$ cat src/rtl/timestamp_pkg.sv
// Shared constants, timestamp type and period helper for the timestamp RTC.
package timestamp_pkg;

  localparam logic [31:0] NS_PER_SEC   = 32'd1_000_000_000;
  localparam int          NS_WIDTH     = 30;
  localparam int          TS_SEC_WIDTH = 32;

  typedef struct packed {
    logic [TS_SEC_WIDTH-1:0] sec;
    logic [NS_WIDTH-1:0]     ns;
  } ts_t;

  // Nominal per-cycle increment as an unsigned fixed-point value with fracBits fraction bits.
  function automatic logic [63:0] defaultInc(input int unsigned periodNs,
                                             input int unsigned periodFrac,
                                             input int unsigned fracBits);
    return (64'(periodNs) << fracBits) + 64'(periodFrac);
  endfunction

endpackage

$ cat src/rtl/timestamp_rtc_if.sv
// Bus bundle for the timestamp RTC: time set, rate trim, time outputs and capture channels.
interface timestamp_rtc_if #(
  parameter int SEC_WIDTH   = 32,
  parameter int FRAC_BITS   = 16,
  parameter int NUM_CAPTURE = 2
);
  import timestamp_pkg::*;

  logic                                       set_valid;
  logic [SEC_WIDTH-1:0]                       set_seconds;
  logic [NS_WIDTH-1:0]                        set_nanoseconds;
  logic                                       set_error;
  logic                                       rate_adj_valid;
  logic [FRAC_BITS-1:0]                       rate_adj;
  logic [SEC_WIDTH-1:0]                       seconds;
  logic [NS_WIDTH-1:0]                        nanoseconds;
  logic                                       pps;
  logic [NUM_CAPTURE-1:0]                     capture_strobe;
  logic [NUM_CAPTURE-1:0]                     capture_ack;
  logic [NUM_CAPTURE-1:0]                     capture_valid;
  logic [NUM_CAPTURE-1:0]                     capture_overrun;
  logic [NUM_CAPTURE-1:0][SEC_WIDTH-1:0]      capture_seconds;
  logic [NUM_CAPTURE-1:0][NS_WIDTH-1:0]       capture_nanoseconds;

  modport master (
    output set_valid, set_seconds, set_nanoseconds, rate_adj_valid, rate_adj,
           capture_strobe, capture_ack,
    input  set_error, seconds, nanoseconds, pps, capture_valid, capture_overrun,
           capture_seconds, capture_nanoseconds
  );

  modport slave (
    input  set_valid, set_seconds, set_nanoseconds, rate_adj_valid, rate_adj,
           capture_strobe, capture_ack,
    output set_error, seconds, nanoseconds, pps, capture_valid, capture_overrun,
           capture_seconds, capture_nanoseconds
  );

endinterface

$ cat src/rtl/ts_capture_channel.sv
// One timestamp capture slot: latches the visible time on strobe, holds it until acked.
module ts_capture_channel
  import timestamp_pkg::*;
#(
  parameter int SEC_WIDTH = 32
) (
  input  logic                 clk,
  input  logic                 reset,
  input  logic                 strobe_i,
  input  logic                 ack_i,
  input  logic [SEC_WIDTH-1:0] secNow_i,
  input  logic [NS_WIDTH-1:0]  nsNow_i,
  output logic                 valid_o,
  output logic                 overrun_o,
  output logic [SEC_WIDTH-1:0] sec_o,
  output logic [NS_WIDTH-1:0]  ns_o
);

  logic                 valid_q, valid_d;
  logic                 overrun_q, overrun_d;
  logic [SEC_WIDTH-1:0] sec_q, sec_d;
  logic [NS_WIDTH-1:0]  ns_q, ns_d;

  // A strobe always wins; an ack in the same cycle only suppresses the overrun flag.
  always_comb begin
    valid_d   = valid_q;
    overrun_d = overrun_q;
    sec_d     = sec_q;
    ns_d      = ns_q;
    if (strobe_i) begin
      valid_d = 1'b1;
      sec_d   = secNow_i;
      ns_d    = nsNow_i;
      if (valid_q && !ack_i) begin
        overrun_d = 1'b1;
      end else if (valid_q && ack_i) begin
        overrun_d = 1'b0;
      end
    end else if (ack_i && valid_q) begin
      valid_d   = 1'b0;
      overrun_d = 1'b0;
    end
  end

  always_ff @(posedge clk) begin
    if (reset) begin
      valid_q   <= 1'b0;
      overrun_q <= 1'b0;
      sec_q     <= '0;
      ns_q      <= '0;
    end else begin
      valid_q   <= valid_d;
      overrun_q <= overrun_d;
      sec_q     <= sec_d;
      ns_q      <= ns_d;
    end
  end

  assign valid_o   = valid_q;
  assign overrun_o = overrun_q;
  assign sec_o     = sec_q;
  assign ns_o      = ns_q;

endmodule

$ cat src/rtl/timestamp_rtc.sv
// Seconds/nanoseconds real-time clock with fractional period, rate trim, PPS and capture channels.
module timestamp_rtc
  import timestamp_pkg::*;
#(
  parameter int PERIOD_NS   = 20,
  parameter int PERIOD_FRAC = 0,
  parameter int FRAC_BITS   = 16,
  parameter int NUM_CAPTURE = 2,
  parameter int SEC_WIDTH   = 32
) (
  input logic clk,
  input logic reset,
  timestamp_rtc_if.slave bus
);

  localparam int INC_W = NS_WIDTH + FRAC_BITS;
  localparam logic [INC_W-1:0] BASE_INC =
    INC_W'(defaultInc(PERIOD_NS, PERIOD_FRAC, FRAC_BITS));

  logic [SEC_WIDTH-1:0] sec_q, sec_d;
  logic [NS_WIDTH-1:0]  ns_q, ns_d;
  logic [FRAC_BITS-1:0] frac_q, frac_d;
  logic [FRAC_BITS-1:0] rateAdj_q, rateAdj_d;
  logic                 pps_q, pps_d;
  logic                 setError_q, setError_d;

  logic [INC_W-1:0]     incEff;
  logic [FRAC_BITS:0]   fracSum;
  logic [31:0]          nsSum;
  logic                 setOk;

  // The trim is signed, so it is sign-extended across the integer ns bits.
  assign incEff  = BASE_INC + {{NS_WIDTH{rateAdj_q[FRAC_BITS-1]}}, rateAdj_q};
  assign fracSum = {1'b0, frac_q} + {1'b0, incEff[FRAC_BITS-1:0]};
  assign nsSum   = {2'b00, ns_q} + {2'b00, incEff[INC_W-1:FRAC_BITS]} + 32'(fracSum[FRAC_BITS]);
  assign setOk   = bus.set_valid && ({2'b00, bus.set_nanoseconds} < NS_PER_SEC);

  // One conditional subtraction handles the rollover because the increment is below one second.
  always_comb begin
    sec_d      = sec_q;
    ns_d       = ns_q;
    frac_d     = frac_q;
    pps_d      = 1'b0;
    setError_d = 1'b0;
    rateAdj_d  = bus.rate_adj_valid ? bus.rate_adj : rateAdj_q;
    if (setOk) begin
      sec_d  = bus.set_seconds;
      ns_d   = bus.set_nanoseconds;
      frac_d = '0;
    end else begin
      setError_d = bus.set_valid;
      frac_d     = fracSum[FRAC_BITS-1:0];
      if (nsSum >= NS_PER_SEC) begin
        ns_d  = NS_WIDTH'(nsSum - NS_PER_SEC);
        sec_d = sec_q + 1'b1;
        pps_d = 1'b1;
      end else begin
        ns_d = NS_WIDTH'(nsSum);
      end
    end
  end

  always_ff @(posedge clk) begin
    if (reset) begin
      sec_q      <= '0;
      ns_q       <= '0;
      frac_q     <= '0;
      rateAdj_q  <= '0;
      pps_q      <= 1'b0;
      setError_q <= 1'b0;
    end else begin
      sec_q      <= sec_d;
      ns_q       <= ns_d;
      frac_q     <= frac_d;
      rateAdj_q  <= rateAdj_d;
      pps_q      <= pps_d;
      setError_q <= setError_d;
    end
  end

  assign bus.seconds     = sec_q;
  assign bus.nanoseconds = ns_q;
  assign bus.pps         = pps_q;
  assign bus.set_error   = setError_q;

  logic [NUM_CAPTURE-1:0]                capValid;
  logic [NUM_CAPTURE-1:0]                capOverrun;
  logic [NUM_CAPTURE-1:0][SEC_WIDTH-1:0] capSec;
  logic [NUM_CAPTURE-1:0][NS_WIDTH-1:0]  capNs;

  for (genvar g = 0; g < NUM_CAPTURE; g++) begin : gen_capture
    ts_capture_channel #(.SEC_WIDTH(SEC_WIDTH)) u_channel (
      .clk       (clk),
      .reset     (reset),
      .strobe_i  (bus.capture_strobe[g]),
      .ack_i     (bus.capture_ack[g]),
      .secNow_i  (sec_q),
      .nsNow_i   (ns_q),
      .valid_o   (capValid[g]),
      .overrun_o (capOverrun[g]),
      .sec_o     (capSec[g]),
      .ns_o      (capNs[g])
    );
  end

  assign bus.capture_valid       = capValid;
  assign bus.capture_overrun     = capOverrun;
  assign bus.capture_seconds     = capSec;
  assign bus.capture_nanoseconds = capNs;

endmodule

$ cat src/flat_wrapper.sv
// flat-port wrapper written by rule: the top's interface ports become plain ports
module timestamp_rtc_flat import timestamp_pkg::*;
#(
  parameter int PERIOD_NS   = 20,
  parameter int PERIOD_FRAC = 0,
  parameter int FRAC_BITS   = 16,
  parameter int NUM_CAPTURE = 2,
  parameter int SEC_WIDTH   = 32
)
  (clk, reset, bus_set_valid, bus_set_seconds, bus_set_nanoseconds, bus_rate_adj_valid, bus_rate_adj, bus_capture_strobe, bus_capture_ack, bus_set_error, bus_seconds, bus_nanoseconds, bus_pps, bus_capture_valid, bus_capture_overrun, bus_capture_seconds, bus_capture_nanoseconds);
  timestamp_rtc_if #(.SEC_WIDTH(SEC_WIDTH), .FRAC_BITS(FRAC_BITS), .NUM_CAPTURE(NUM_CAPTURE)) bus_i ();
  input logic clk;
  input logic reset;
  input wire logic [$bits(bus_i.set_valid)-1:0] bus_set_valid;
  input wire logic [$bits(bus_i.set_seconds)-1:0] bus_set_seconds;
  input wire logic [$bits(bus_i.set_nanoseconds)-1:0] bus_set_nanoseconds;
  input wire logic [$bits(bus_i.rate_adj_valid)-1:0] bus_rate_adj_valid;
  input wire logic [$bits(bus_i.rate_adj)-1:0] bus_rate_adj;
  input wire logic [$bits(bus_i.capture_strobe)-1:0] bus_capture_strobe;
  input wire logic [$bits(bus_i.capture_ack)-1:0] bus_capture_ack;
  output wire logic [$bits(bus_i.set_error)-1:0] bus_set_error;
  output wire logic [$bits(bus_i.seconds)-1:0] bus_seconds;
  output wire logic [$bits(bus_i.nanoseconds)-1:0] bus_nanoseconds;
  output wire logic [$bits(bus_i.pps)-1:0] bus_pps;
  output wire logic [$bits(bus_i.capture_valid)-1:0] bus_capture_valid;
  output wire logic [$bits(bus_i.capture_overrun)-1:0] bus_capture_overrun;
  output wire logic [$bits(bus_i.capture_seconds)-1:0] bus_capture_seconds;
  output wire logic [$bits(bus_i.capture_nanoseconds)-1:0] bus_capture_nanoseconds;
  assign bus_i.set_valid = bus_set_valid;
  assign bus_i.set_seconds = bus_set_seconds;
  assign bus_i.set_nanoseconds = bus_set_nanoseconds;
  assign bus_i.rate_adj_valid = bus_rate_adj_valid;
  assign bus_i.rate_adj = bus_rate_adj;
  assign bus_i.capture_strobe = bus_capture_strobe;
  assign bus_i.capture_ack = bus_capture_ack;
  assign bus_set_error = bus_i.set_error;
  assign bus_seconds = bus_i.seconds;
  assign bus_nanoseconds = bus_i.nanoseconds;
  assign bus_pps = bus_i.pps;
  assign bus_capture_valid = bus_i.capture_valid;
  assign bus_capture_overrun = bus_i.capture_overrun;
  assign bus_capture_seconds = bus_i.capture_seconds;
  assign bus_capture_nanoseconds = bus_i.capture_nanoseconds;
  timestamp_rtc #(.PERIOD_NS(PERIOD_NS), .PERIOD_FRAC(PERIOD_FRAC), .FRAC_BITS(FRAC_BITS), .NUM_CAPTURE(NUM_CAPTURE), .SEC_WIDTH(SEC_WIDTH)) u_core (.clk(clk), .reset(reset), .bus(bus_i));
endmodule
$ cat config.mk
export PLATFORM = sky130hd
export DESIGN_NAME = timestamp_rtc_flat
export DESIGN_NICKNAME = d
export VERILOG_FILES = /design/src/rtl/timestamp_pkg.sv /design/src/rtl/timestamp_rtc_if.sv /design/src/rtl/ts_capture_channel.sv /design/src/rtl/timestamp_rtc.sv /design/src/flat_wrapper.sv
export SDC_FILE = /design/constraint.sdc
export NUM_CORES = 1
export LEC_CHECK = 0
export CORE_MARGIN = 10
export CORE_UTILIZATION = 46
export CTS_CLUSTER_DIAMETER = 100
export DETAILED_ROUTE_END_ITERATION = 12
export GPL_TIMING_DRIVEN = 0
export PLACE_DENSITY_LB_ADDON = 0.12
export SLEW_MARGIN = 20
export SYNTH_ARGS = -nofsm -noshare
export SYNTH_HDL_FRONTEND = slang
export SYNTH_SLANG_ARGS = --single-unit
export TNS_END_PERCENT = 1
$ cat constraint.sdc
create_clock -name clk -period 7.8 [get_ports clk]
set_clock_uncertainty 0.2 [all_clocks]
set_input_delay 1.17 -clock clk [delete_from_list [all_inputs] [get_ports clk]]
set_output_delay 1.17 -clock clk [all_outputs]
set_load 0.1 [all_outputs]
==> impl_metrics.env <==
export IMPL_seq_area_frac_synth=0.423
export IMPL_report_final_slew_viol_count=0
export IMPL_grt_max_degree=14
export IMPL_power_density_mw_per_mm2=229
export IMPL_timing_final_crit_share=0.907
export IMPL_numCtsBuffers=25
export IMPL_rows=55
export IMPL_hp_class="flip-flop to flip-flop"
export IMPL_final_setup_tns_ps=0
export IMPL_outcome="finished, final reports clean"
export IMPL_ant_nets=0
export IMPL_synthesis_nets=1252
export IMPL_period_needed_ps=7070
export IMPL_setup_viol=0
export IMPL_tightest_slew_ps=1100
export IMPL_synthCells=1143
export IMPL_p_comb_frac=0.240
export IMPL_overflow=0
export IMPL_grt_pass1_wl_mm=54.3
export IMPL_io_buffers=274
export IMPL_power_static_leakage_nw=5.65
export IMPL_post_drt_via_cell_ratio=5.46
export IMPL_clk_latency_ps=520
export IMPL_fp_dieH_um=172
export IMPL_synth_distinct_cells=73
export IMPL_timing_rr_start="u_core.rateAdj_q[0]$_SDFFE_PP0P_"
export IMPL_layout_nets=1553
export IMPL_ioPinCount=278
export IMPL_dp_slack_ps=943
export IMPL_post_drt_wl_per_cell_um=20.2
export IMPL_holdPathEnd="u_core.gen_capture[0].u_channel.ns_o[7]$_SDFFE_PP0P_"
export IMPL_root_buffer="clkbuf_16"
export IMPL_wirelength_mm=35.3
export IMPL_r2r_end="u_core.bus.nanoseconds[17]$_SDFF_PP0_"
export IMPL_drv_cap=0
export IMPL_vdd_ir_drop_worst_v=0.000185
export IMPL_holdPathStages=2
export IMPL_cp_max_fo=10
export IMPL_clock_sinks=224
export IMPL_cts_resized=0
export IMPL_r2r_cells=26
export IMPL_area_growth_pct=37.8
export IMPL_antenna_found_initial=9
export IMPL_pwr_share_clk=0.381
export IMPL_vias=9565
export IMPL_required_ps=7970
export IMPL_drc_errors=0
export IMPL_ctsHoldBuffers=0
export IMPL_post_cts_buffers=0
export IMPL_rsz0062_at_grt="no"
export IMPL_p_int_mw=2.22
export IMPL_drive_gt1_frac=0.0712
export IMPL_nFillCells=1930
export IMPL_hpwlAfterDp_mm=26.3
export IMPL_dieArea_mm2=0.0295
export IMPL_rrSetupSlack_ps=730
export IMPL_worst_slack_ps=729
export IMPL_relSlewSlack=0.265
export IMPL_worstPathArrival_ps=7240
export IMPL_clockBufferDepth=3
export IMPL_routabilityCongestion=0.920
export IMPL_ys_flop_type="dfxtp_1"
export IMPL_synth_seq_cells=224
export IMPL_core_mm2=0.0226
export IMPL_hp_start="u_core.gen_capture[0].u_channel.ns_o[7]$_SDFFE_PP0P_"
export IMPL_drt_pass1_iterations=5
export IMPL_synth_edf_count=0
export IMPL_cts_tree="yes"
export IMPL_worstSetupEndpointType="flip-flop"
export IMPL_yosys_warnings=0
export IMPL_clk_pin_slew_ps=60
export IMPL_grt_pass1_vias=9484
export IMPL_h_tree_depth=1
export IMPL_initial_utilization=0.468
export IMPL_synth_avg_cell_area_um2=9.27
export IMPL_switchingPower_mw=1.12
export IMPL_track_usage=0.231
export IMPL_power_share_switching=0.336
export IMPL_async_flop_share=0
export IMPL_syn_cell_area_mm2=0.0106
export IMPL_die_x_um=172
export IMPL_finalHoldViolations=0
export IMPL_seqPwrFrac=0.379
export IMPL_clock_fmax_mhz=141
export IMPL_drt_iter0_markers=583
export IMPL_cp_start_kind="flip-flop"
export IMPL_path_class="flip-flop to flip-flop"
## worst max-delay path by stage
| stage | from | to | slack (ps) | depth (start not counted) |
|---|---|---|---|---|
| global placement | u_core.rateAdj_q[0]$_SDFFE_PP0P_ | u_core.bus.nanoseconds[17]$_SDFF_PP0_ | 950 | 26 |
| CTS | u_core.rateAdj_q[0]$_SDFFE_PP0P_ | u_core.bus.nanoseconds[17]$_SDFF_PP0_ | 880 | 26 |
| detailed placement | u_core.rateAdj_q[0]$_SDFFE_PP0P_ | u_core.bus.nanoseconds[17]$_SDFF_PP0_ | 940 | 26 |
| finish | u_core.rateAdj_q[0]$_SDFFE_PP0P_ | u_core.bus.nanoseconds[17]$_SDFF_PP0_ | 730 | 26 |
| floorplan | u_core.rateAdj_q[0]$_SDFFE_PP0P_ | u_core.bus.nanoseconds[18]$_SDFF_PP0_ | 1810 | 25 |
| global route | u_core.rateAdj_q[0]$_SDFFE_PP0P_ | u_core.bus.nanoseconds[16]$_SDFF_PP0_ | 340 | 26 |
## state kept, by name, indices dropped and copies added (netlist names), named ones only
signal	cells
u_core.gen_capture.u_channel.sec_o	64
u_core.gen_capture.u_channel.ns_o	60
u_core.bus.seconds	32
u_core.bus.nanoseconds	30
u_core.frac_q	16
u_core.rateAdj_q	16
u_core.gen_capture.u_channel.valid_o	2
u_core.bus.pps	1
u_core.bus.set_error	1
## power groups by stage
stage	Combinational, mW	Clock, mW	Sequential (mW)
6_report	0.802	1.27	1.27
5_1_grt	0.840	1.34	1.28
4_1_cts	0.803	1.29	1.27
3_5_place_dp	0.800	0	1.29
3_3_place_gp	0.795	0	1.29
2_1_floorplan	0.221	0	1.64
## cell usage after synthesis, types with 3 or more instances
master     count  share of area
a2111oi_0      3         0.0025
a2111oi_2      6         0.0085
a211oi_1      34          0.024
a211oi_2      17          0.020
a21bo_2        4         0.0038
a21o_1         8         0.0057
a21oi_1       34          0.016
a311oi_1       5         0.0041
a31oi_1        4         0.0024
a32o_1         6         0.0057
and2_1         5         0.0030
and3_1        10         0.0059
and4_1         6         0.0050
buf_1          8         0.0028
buf_2          9         0.0043
buf_4          7         0.0050
buf_6          3         0.0032
clkbuf_1      55          0.019
dfxtp_1      224           0.42
fa_1           3         0.0057
ha_1          20          0.024
inv_1         20         0.0071
mux2i_1      142           0.13
nand2_1       57          0.020
nand2b_1       3         0.0018
nand3_1       29          0.014
nand3b_1       5         0.0035
nand4_1       14         0.0083
nor2_1       209          0.074
nor2b_1        3         0.0018
nor3_1         7         0.0033
o2111ai_1      3         0.0025
o211ai_1       5         0.0035
o21ai_0       25          0.012
o21ai_1       10         0.0047
o21bai_1       4         0.0028
o22ai_1        3         0.0018
o31ai_1        4         0.0028
or3_1          9         0.0053
xnor2_1       57          0.047
xor2_1        20          0.017
## critical path, stage by stage (launching register included)
cell       delay, ps
dfxtp_1          320
ha_1             220
fa_1             420
a21o_1           170
a21o_1           190
a21oi_1          210
o21ai_0          120
a31oi_1          260
o21bai_1         130
a2111oi_0        610
o31ai_1          240
a21o_1           230
a21oi_1          180
fa_1             250
fa_1             240
nand2b_1         180
a21o_1           330
a31oi_1          150
a211oi_2         360
o31ai_2          160
or3b_1           440
a211o_1          280
buf_6            150
clkbuf_1         270
a22oi_1          280
xor2_1           190
o21ai_0          110
## per-layer routing
layer  vias up  GRT usage  part of all wire
met1      4556      0.288              0.43
met3        52     0.0591             0.082
met5         -          0           0.00065
li1       4608          -                 -
met4         4     0.0652             0.025
met2       345      0.384              0.47
## stage by stage
stage          utilization  cell area [um2]  hold slack, ps  power, mW  instances
2_1_floorplan            -            10600             261       1.86       1143
3_3_place_gp         0.605            13700             272       2.08       1702
3_5_place_dp         0.605            13700             279       2.09       1702
4_1_cts              0.644            14600             295       3.36       1746
5_1_grt              0.645            14600             314       3.45       1752
6_report             0.645            14600             291       3.34       1753
## cells in the final DEF, fill, tap and decap left out, types with 25 or more instances in the layout
cell type and instances:
clkbuf_1 58, nor2_1 209, clkbuf_16 25, nand2_1 57, a21oi_1 34, mux2i_1 142, o21ai_0 25, xnor2_1 57
nand3_1 29, a211oi_1 34, dfxtp_1 224, clkdlybuf4s50_1 274
## final cells by class
class                      count  area [um2]  area share
antenna                        7        17.5     0.00120
sequential                   224        4480       0.307
buffer                        82         368      0.0252
multi-input combinational    816        5660       0.388
timing repair buffer         274        2740       0.188
inverter                      21        78.8     0.00540
clock inverter                12         193      0.0132
clock buffer                  32         692      0.0474
tap                          285         357      0.0244
## cells by family (layout without fill, tap and decap cells)
logic type      count (synthesis)  after routing  synth area share
compound gates                199            199             0.144
fa+ha+maj                      23             23            0.0293
simple gates                  374            374             0.162
mux                           142            142             0.134
flops                         224            224             0.423
other cells                     0              7                 0
xor+xnor                       78             78            0.0652
buf+inv                       103            421            0.0422
Power figures use the tool's default switching activity.
